### src/rtl/raizing_cen_bank.sv
// Bank of independent fractional clock-enable generators (CEN / half-phase CENB) with
// runtime-reloadable NUM/DEN ratios applied only at CEN boundaries, plus per-channel pause.
module raizing_cen_bank #(
    parameter int unsigned NCH = 4,
    parameter int unsigned W   = 10
) (
    input  logic             CLK,
    input  logic             RESET,
    input  logic [NCH*W-1:0] NUM,
    input  logic [NCH*W-1:0] DEN,
    input  logic [NCH-1:0]   LOAD,
    input  logic             PAUSE,
    input  logic [NCH-1:0]   PAUSE_MASK,
    output logic [NCH-1:0]   CEN,
    output logic [NCH-1:0]   CENB,
    output logic [NCH-1:0]   BUSY,
    output logic [NCH-1:0]   ERR
);

    for (genvar i = 0; i < NCH; i++) begin : g_ch
        localparam int unsigned Lo = i * W;

        logic [W:0]   acc_q, acc_d;
        logic [W-1:0] num_a_q, num_a_d, den_a_q, den_a_d;
        logic [W-1:0] num_p_q, num_p_d, den_p_q, den_p_d;
        logic         busy_q, busy_d;
        logic         cen_q, cen_d, cenb_q, cenb_d, err_q, err_d;

        logic [W-1:0] num_in, den_in;
        logic [W:0]   sum, den_ext, half_ext;
        logic         legal, idle, paused, running, fire_c, fire_b;

        always_comb begin
            num_in   = NUM[Lo +: W];
            den_in   = DEN[Lo +: W];
            legal    = (num_in != '0) && ({num_in, 1'b0} <= {1'b0, den_in});
            idle     = (num_a_q == '0);
            paused   = PAUSE & PAUSE_MASK[i];
            running  = !idle && !paused;
            den_ext  = {1'b0, den_a_q};
            half_ext = {2'b00, den_a_q[W-1:1]};
            // acc < den_a and num_a <= den_a/2, so W+1 bits cannot overflow
            sum      = acc_q + {1'b0, num_a_q};
            fire_c   = running && (sum >= den_ext);
            fire_b   = running && (acc_q < half_ext) && (sum >= half_ext);

            acc_d   = acc_q;
            num_a_d = num_a_q;
            den_a_d = den_a_q;
            num_p_d = num_p_q;
            den_p_d = den_p_q;
            busy_d  = busy_q;
            cen_d   = fire_c;
            cenb_d  = fire_b;
            err_d   = LOAD[i] && !legal;

            if (running) begin
                acc_d = fire_c ? (sum - den_ext) : sum;
            end

            if (LOAD[i] && legal) begin
                if (idle) begin
                    // nothing to glitch on an idle channel: go live at once
                    num_a_d = num_in;
                    den_a_d = den_in;
                    acc_d   = '0;
                    busy_d  = 1'b0;
                end else begin
                    // a same-cycle boundary is skipped so the newest ratio wins
                    num_p_d = num_in;
                    den_p_d = den_in;
                    busy_d  = 1'b1;
                end
            end else if (busy_q && (idle || fire_c)) begin
                num_a_d = num_p_q;
                den_a_d = den_p_q;
                acc_d   = '0;
                busy_d  = 1'b0;
            end
        end

        always_ff @(posedge CLK) begin
            if (RESET) begin
                acc_q   <= '0;
                num_a_q <= '0;
                den_a_q <= W'(1);
                num_p_q <= '0;
                den_p_q <= W'(1);
                busy_q  <= 1'b0;
                cen_q   <= 1'b0;
                cenb_q  <= 1'b0;
                err_q   <= 1'b0;
            end else begin
                acc_q   <= acc_d;
                num_a_q <= num_a_d;
                den_a_q <= den_a_d;
                num_p_q <= num_p_d;
                den_p_q <= den_p_d;
                busy_q  <= busy_d;
                cen_q   <= cen_d;
                cenb_q  <= cenb_d;
                err_q   <= err_d;
            end
        end

        assign CEN[i]  = cen_q;
        assign CENB[i] = cenb_q;
        assign BUSY[i] = busy_q;
        assign ERR[i]  = err_q;
    end

endmodule

### config.mk
export PLATFORM = sky130hd
export DESIGN_NAME = raizing_cen_bank
export DESIGN_NICKNAME = d
export VERILOG_FILES = /design/src/rtl/raizing_cen_bank.sv
export SDC_FILE = /design/constraint.sdc
export NUM_CORES = 1
export LEC_CHECK = 0
export ABC_AREA = 1
export CELL_PAD_IN_SITES_DETAIL_PLACEMENT = 0
export CELL_PAD_IN_SITES_GLOBAL_PLACEMENT = 1
export CORE_ASPECT_RATIO = 2
export CORE_MARGIN = 3
export CORE_UTILIZATION = 45
export CTS_BUF_LIST = sky130_fd_sc_hd__clkbuf_16
export DETAILED_ROUTE_END_ITERATION = 10
export PLACE_DENSITY = 0.93
export SKIP_CTS_REPAIR_TIMING = 1
export SYNTH_ARGS = -nofsm -noshare
export SYNTH_HDL_FRONTEND = slang
export SYNTH_SLANG_ARGS = --single-unit
### constraint.sdc
create_clock -name CLK -period 4.75 [get_ports CLK]
set_input_delay 0.475 -clock CLK [delete_from_list [all_inputs] [get_ports CLK]]
set_output_delay 0.475 -clock CLK [all_outputs]
set_load 0.02 [all_outputs]
==> qor.yml, run 1 <==
run_status:
  status: "finished, final reports clean"
pwr:
  clockPowerShare_pct: 11.8
  swShare_pct: 53.9
  combPwrFrac_pct: 70.8
  p_int_uw: 7010
  vdd_drop_max_uv: 364
  p_switching_uw: 8210
  p_per_area_nw_per_um2: 784
  p_seq_share_pct: 17.5
  p_leak_uw: 0.00959
drt:
  viasPerCell: 5.23
  routed_wl_um: 51200
  ant_nets: 0
  wire_per_inst_um: 15.5
  vias: 17310
  drtIter0Drc: 707
  dr.pass1.iters: 5
  drc: 0
grt:
  grt.overflow.total: 0
  antenna_found_initial: 0
  grt_pass1_vias: 16880
  grt_max_degree: 58
  grt_usage_pct: 23.7
  grt_pass1_wl_um: 81600
job:
  maxCapViolCount: 0
setup_path:
  cp.depth: 21
  cp-start-kind: "register"
  crit_family: "simple AND/OR/NAND/NOR gates"
  path_buf_inv: 4
  worstRegToRegCells: 21
  cp-end-kind: "register"
  worst-setup-path-type: "reg -> reg"
  max_stage_delay_ns: 0.48
  crit_chain: "ha_1, inv_1, nor3_1, nand2_1, nand3_1, a21oi_1, or2_2, nand2_1, inv_1, ha_1, nand2_1, nor2_1, nand4_1, o21bai_1, inv_1, nand3_4, nand2_4, nand2_2, buf_4, a21oi_1, nor2_1"
  crit_arrival_ns: 4.56
  crit_required_ns: 5.23
  path_max_fanout: 35
  cp_slowest_cell: "nand2_2"
floorplanning:
  initial_core_util_pct: 45.8
  io-pin-count: 107
  fp.dieW_um: 145
  row_count: 101
  dieHeight_um: 284
  die_area_um2: 41200
  fp.coreArea_um2: 38000
hold_path:
  min_path_type: "in -> reg"
  hold_depth: 2
yosys:
  avgSynthCellArea_um2: 6.36
  synth_compound_area_share_pct: 10.3
  synth.yosys.warnings: 0
  synthSimpleGateAreaFrac_pct: 36.8
  synthXorXnorAreaFrac_pct: 2.51
  ys_seq_elements: 220
  yosysTopAreaCell: "dfxtp_1"
  synth_area_um2: 17400
  yosys.area.top_type_share_pct: 25.3
  synth_area_leaders: "dfxtp_1, nand2_1, ha_1"
  ys_types: 42
  synth_top_family_by_area: "simple AND/OR/NAND/NOR gates"
  synthAdderAreaFrac_pct: 14.1
  yosysSeqAreaShare_pct: 25.3
  syn_inst: 2739
  syn_nets: 3022
  synthMuxAreaShare_pct: 0
clock_tree:
  numCtsBuffers: 24
  cts.clk_slew.worst_paths_ns: 0.07
  cts_buffer_depth: 3
  clk_latency_ns: 0.55
  cts_sinks: 220
  cts_tree: "yes"
  cts.htree.levels: 1
  cts-root-buf: "clkbuf_16"
timing:
  finClkSkew_ns: 0.0108
  hold_violations: 0
  post-route-min-period_ns: 4.08
  rsz0062_at_grt: "false"
  setup_ws_ns: 0.667
  drv_slew: 0
  period_share_pct: 86.0
  setup_viol: 0
  setup_tns_ns: 0
  fmax_ghz: 0.245
  tightest_slew_ns: 0.852
  max_slew_margin_pct: 43.0
place:
  dp_slack_ns: 0.775
  gp_congestion: 0.945
  place.detailed.hpwl_um: 41100
  port_buffers: 106
finish:
  nets: 3059
  diodes: 0
  fill_cells: 3944
  drive_gt1_share_pct: 4.97
  multiInputGateArea_um2: 11100
  area_delta_synth_final_pct: 11.5
  regArea_um2: 4400
==> stage by stage <==
step                      power [µW]  area, µm²  hold slack (ns)  utilization [%]  std cells
after floorplan                10900      17400            0.419                -       2739
after global placement         13200      18700            0.428             49.1       3265
after detailed placement       13400      18700            0.430             49.1       3265
after CTS                      15200      19400            0.375             51.1       3309
after global routing           16800      19400            0.438             51.1       3309
final                          15200      19400            0.394             51.1       3309
==> layer usage <==
layer	wire, µm	global-route usage (%)	up-vias
met1	17300	21.2	7858
li1	-	-	8896
met3	1310	1.82	175
met2	28700	49.1	381
met4	3790	16.1	0
met5	0	0	-
==> area by class of cell <==
cell class / instances / area share [%]
flip-flops and latches: 220 / 22.7
clock buffers: 24 / 3.09
well taps: 515 / 3.32
inverters: 348 / 6.73
clock inverters: 20 / 0.683
repair buffers: 129 / 6.34
multi-input cells: 2053 / 57.2
==> cell families (layout without fill, tap and decap cells) <==
logic type,after synthesis,after routing
adders and majority gates,192,192
xor gates and xnor gates,50,50
and+or+nand+nor,1480,1480
AOI/OAI and AO/OA,331,331
buffers and inverters,466,521
DFF,220,220
==> cell usage in the layout (no fill, tap or decap), types with 6 or more instances in the layout <==
cell type,instances
nor2_1,262
a21oi_1,237
o21bai_1,10
nand2_4,11
nor3_1,19
nand2_2,9
inv_1,338
nor4_1,6
a31oi_1,7
clkinv_1,8
a21o_1,13
clkbuf_16,24
nor2_2,8
inv_2,10
or2_2,24
ha_1,184
nand4_1,94
nand2_1,825
o21ai_0,41
xnor2_1,16
xor2_1,34
dfxtp_1,220
buf_4,24
nand3_1,203
o211ai_1,11
clkdlybuf4s50_1,105
fa_1,8
==> power groups by stage <==
stage | clock [µW] | combinational, µW | sequential (µW)
2_1_floorplan | 0 | 8310 | 2580
3_3_place_gp | 0 | 10500 | 2680
3_5_place_dp | 0 | 10700 | 2690
4_1_cts | 1850 | 10700 | 2660
5_1_grt | 1890 | 12200 | 2710
6_report | 1790 | 10800 | 2660
==> flip-flops by register name, summed over array words and instances, names as in the netlist <==
register and cells:
g_ch.acc_q 44, g_ch.busy_q 4, g_ch.cen_q 4, g_ch.cenb_q 4
g_ch.den_a_q 40, g_ch.den_p_q 40, g_ch.err_q 4, g_ch.num_a_q 40
g_ch.num_p_q 40
==> cells in the mapped netlist <==
library cell / number
a31oi_1: 7
inv_1: 334
a311oi_1: 1
o21bai_1: 10
a211oi_1: 3
buf_2: 47
nand4_1: 94
nor2_2: 8
nand2_2: 9
a21oi_2: 1
o21ai_0: 41
nand4_2: 3
nand2_1: 825
buf_1: 5
inv_2: 10
nor3_1: 19
o211ai_1: 11
a21oi_1: 237
a2111oi_0: 1
nand3_4: 4
o31ai_1: 1
nand3_2: 2
buf_4: 22
nand2_4: 11
or2_0: 4
xor2_1: 34
clkbuf_1: 41
nor2_1: 262
nand2_8: 1
buf_6: 3
or2_2: 24
fa_1: 8
nor3_2: 1
nor4_1: 6
a31o_2: 5
ha_1: 184
xnor2_1: 16
nand3b_1: 4
nand3_1: 203
dfxtp_1: 220
a21o_1: 13
clkinv_1: 4
==> path summary, 6_finish.rpt <==
| check | start | to | slack (ns) |
|---|---|---|---|
| setup / recovery | g_ch[3].acc_q[3] | g_ch[3].den_a_q[3] | 0.67 |
| hold / removal | RESET | g_ch[1].num_p_q[9] | 0.39 |
| setup reg to reg | g_ch[3].acc_q[3] | g_ch[3].den_a_q[3] | 0.67 |
| hold reg to reg | g_ch[0].num_p_q[9] | g_ch[0].num_p_q[9] | 0.44 |
==> worst register-to-register path: cells and delay by family (launching register included) <==
| family | cells | cell delay (ns) |
|---|---|---|
| AOI/OAI and AO/OA | 3 | 0.33 |
| DFF | 1 | 0.33 |
| adders and majority gates | 2 | 0.73 |
| and+or+nand+nor | 12 | 2.14 |
| buffers and inverters | 4 | 0.50 |
Power figures use the tool's default switching activity.
==> run 2: changes to the inputs <==
--- a/config.mk
+++ b/config.mk
@@ -13,6 +13,7 @@
 export CORE_UTILIZATION = 45
 export CTS_BUF_LIST = sky130_fd_sc_hd__clkbuf_16
 export DETAILED_ROUTE_END_ITERATION = 10
+export GPL_ROUTABILITY_DRIVEN = 0
 export PLACE_DENSITY = 0.93
 export SKIP_CTS_REPAIR_TIMING = 1
 export SYNTH_ARGS = -nofsm -noshare
==> constraint.sdc (replaced) <==
create_clock -name CLK -period 4.75 [get_ports CLK]
set_input_delay 0.475 -clock CLK [delete_from_list [all_inputs] [get_ports CLK]]
set_output_delay 0.475 -clock CLK [all_outputs]
set_load 0.01 [all_outputs]
==> run 2 against run 1 <==
Against the previous run:
- fmax is 0.41% higher
- first-iteration DRC count rose by 11%
- clock-buffer cell count is 1 lower
- critical path depth down 4
- via count increased by 0.55%
- largest cell class unchanged
- clock skew increased by 0.0034 ns
- power about the same
- critical path type unchanged
==> qor.yml, run 2 (synthesized netlist as in run 1, its figures left out) <==
timing:
  hold_violations: 0  # unchanged
  rsz0062_at_grt: "false"
  drv_slew: 0  # unchanged
  finClkSkew_ns: 0.0142  # +0.00342 ns
  fmax_ghz: 0.246  # +0.41%
  setup_tns_ns: 0  # unchanged
  setup_viol: 0  # unchanged
  post-route-min-period_ns: 4.07  # -0.0166 ns
  tightest_slew_ns: 0.815  # -0.0366 ns
  max_slew_margin_pct: 45.5  # +2.4 points
  setup_ws_ns: 0.684  # +0.0166 ns
  period_share_pct: 85.6  # -0.35 points
  whs_ns: 0.422  # +0.0285 ns
job:
  maxCapViolCount: 0  # unchanged
hold_path:
  min_to: "g_ch[1].num_p_q[9]"
  min_from: "RESET"
  hold_depth: 2  # unchanged
  min_path_type: "in -> reg"
grt:
  grt.overflow.total: 0  # unchanged
  grt_usage_pct: 23.6  # -0.12 points
  grt_pass1_vias: 17105  # +1.3%
  grt_pass1_wl_um: 81500  # -0.18%
  grt_max_degree: 56  # -3.4%
  antenna_found_initial: 0  # unchanged
setup_path:
  crit_family: "simple AND/OR/NAND/NOR gates"
  crit_required_ns: 5.21  # -0.02 ns
  worst-setup-path-type: "reg -> reg"
  cp-end-kind: "register"
  path_buf_inv: 1  # -3
  cp_slowest_cell: "fa_1"
  crit_arrival_ns: 4.53  # -0.03 ns
  crit_chain: "ha_1, fa_1, a31o_2, xor2_1, inv_1, ha_1, a21oi_1, nand2_1, nand2_1, nand3_1, nand2_1, nand3_4, nand2_4, nand2_2, nand2_4, nand2_4, nor2_1"
  path_max_fanout: 40  # +14%
  max_stage_delay_ns: 0.48  # about the same
  worstRegToRegCells: 17  # -19%
  reg2reg_from: "g_ch[0].acc_q[0]"
  ff2ff_setup_slack_ns: 0.68  # +0.02 ns
  cp-start-kind: "register"
  r2r-end: "g_ch[0].acc_q[7]"
  cp-startpoint: "g_ch[0].acc_q[0]"
clock_tree:
  cts.htree.levels: 1  # unchanged
  cts.clk_slew.worst_paths_ns: 0.07  # about the same
  cts_sinks: 220  # unchanged
  cts-root-buf: "clkbuf_16"
  cts_tree: "yes"
  cts_buffer_depth: 3  # unchanged
  numCtsBuffers: 23  # -4.2%
  clk_latency_ns: 0.53  # -0.02 ns
floorplanning:
  initial_core_util_pct: 45.8  # unchanged
  io-pin-count: 107  # unchanged
  fp.dieW_um: 145  # unchanged
  dieHeight_um: 284  # unchanged
  row_count: 101  # unchanged
  die_area_um2: 41200  # unchanged
  fp.coreArea_um2: 38000  # unchanged
drt:
  drtIter0Drc: 782  # +11%
  dr.pass1.iters: 5  # unchanged
  drc: 0  # unchanged
  wire_per_inst_um: 15.4  # -0.45%
  vias: 17406  # +0.55%
  ant_nets: 0  # unchanged
  routed_wl_um: 50700  # -0.84%
  viasPerCell: 5.28  # +0.95%
pwr:
  p_leak_uw: 0.00957  # -0.19%
  p_per_area_nw_per_um2: 786  # +0.23%
  vdd_drop_max_uv: 369  # +1.6%
finish:
  top_register: "g_ch.acc_q"
  fill_cells: 3890  # -1.4%
  area_delta_synth_final_pct: 11.4
  diodes: 0  # unchanged
  layout_common_cells: "nand2_1, inv_1, nor2_1"
  drive_gt1_share_pct: 4.75  # -0.23 points
  largest_reg_flops: 44  # unchanged
  layout_commonest_cell: "nand2_1"
  nets: 3052  # -0.23%
place:
  place.detailed.hpwl_um: 40700  # -1.0%
  port_buffers: 106  # unchanged
  dp_slack_ns: 0.723  # -0.0514 ns
run_status:
  status: "finished, final reports clean"
-- run 2: cell types whose count changed in the layout (fill, tap and decap cells not counted), moves of 3 or more --
cell       delta
buf_4         -6
bufinv_16     +4
clkinv_1      -3
clkinv_2      +3
inv_1         -3
-- run 2: final cells by class --
class                           instances  area, µm²  area share [%]
Clock buffer                           23        576            2.97
Sequential cell                       220       4400            22.7
Clock inverter                         14        176           0.910
Inverter                              348       1310            6.74
Timing Repair Buffer                  123       1190            6.12
Tap cell                              515        644            3.32
Multi-Input combinational cell       2053      11100            57.2
-- run 2: worst max path at each step --
stage,end,slack (ns),cells after the start
floorplan,g_ch[2].acc_q[10],1.61,22
global placement,g_ch[0].den_a_q[0],0.75,17
detailed placement,g_ch[0].den_a_q[0],0.72,19
CTS,g_ch[0].acc_q[7],0.70,17
global route,g_ch[0].den_a_q[0],0.40,19
finish,g_ch[0].acc_q[7],0.68,17
-- run 2: report_power, final --
part | switching [µW] | internal, µW
Combinational | 7000 | 3700
Clock | 778 | 1100
Sequential | 346 | 2320
-- run 2: worst register-to-register path, cell delays in order (launching register included) --
cell and delay [ns]:
dfxtp_1 0.32, ha_1 0.25, fa_1 0.48, a31o_2 0.29, xor2_1 0.24, inv_1 0.12, ha_1 0.36, a21oi_1 0.26
nand2_1 0.11, nand2_1 0.08, nand3_1 0.14, nand2_1 0.16, nand3_4 0.15, nand2_4 0.13, nand2_2 0.43, nand2_4 0.27
nand2_4 0.10, nor2_1 0.13
-- run 2: metrics by stage --
stage               cell area (µm²)  total power (µW)  cells  util, %
floorplan                     17400             10900   2739        -
global placement              18600             13000   3259     49.0
detailed placement            18600             13200   3259     49.0
CTS                           19400             15200   3296     51.0
global route                  19400             16700   3296     51.0
finish                        19400             15200   3296     51.0
-- run 2: metal layers --
layer / up-vias / GRT usage [%] / share of wire (%)
met5: - / 0 / 0
met4: 0 / 17.0 / 8.1
met3: 210 / 1.72 / 2.4
met2: 402 / 48.6 / 55
met1: 7897 / 20.9 / 34
li1: 8897 / - / -
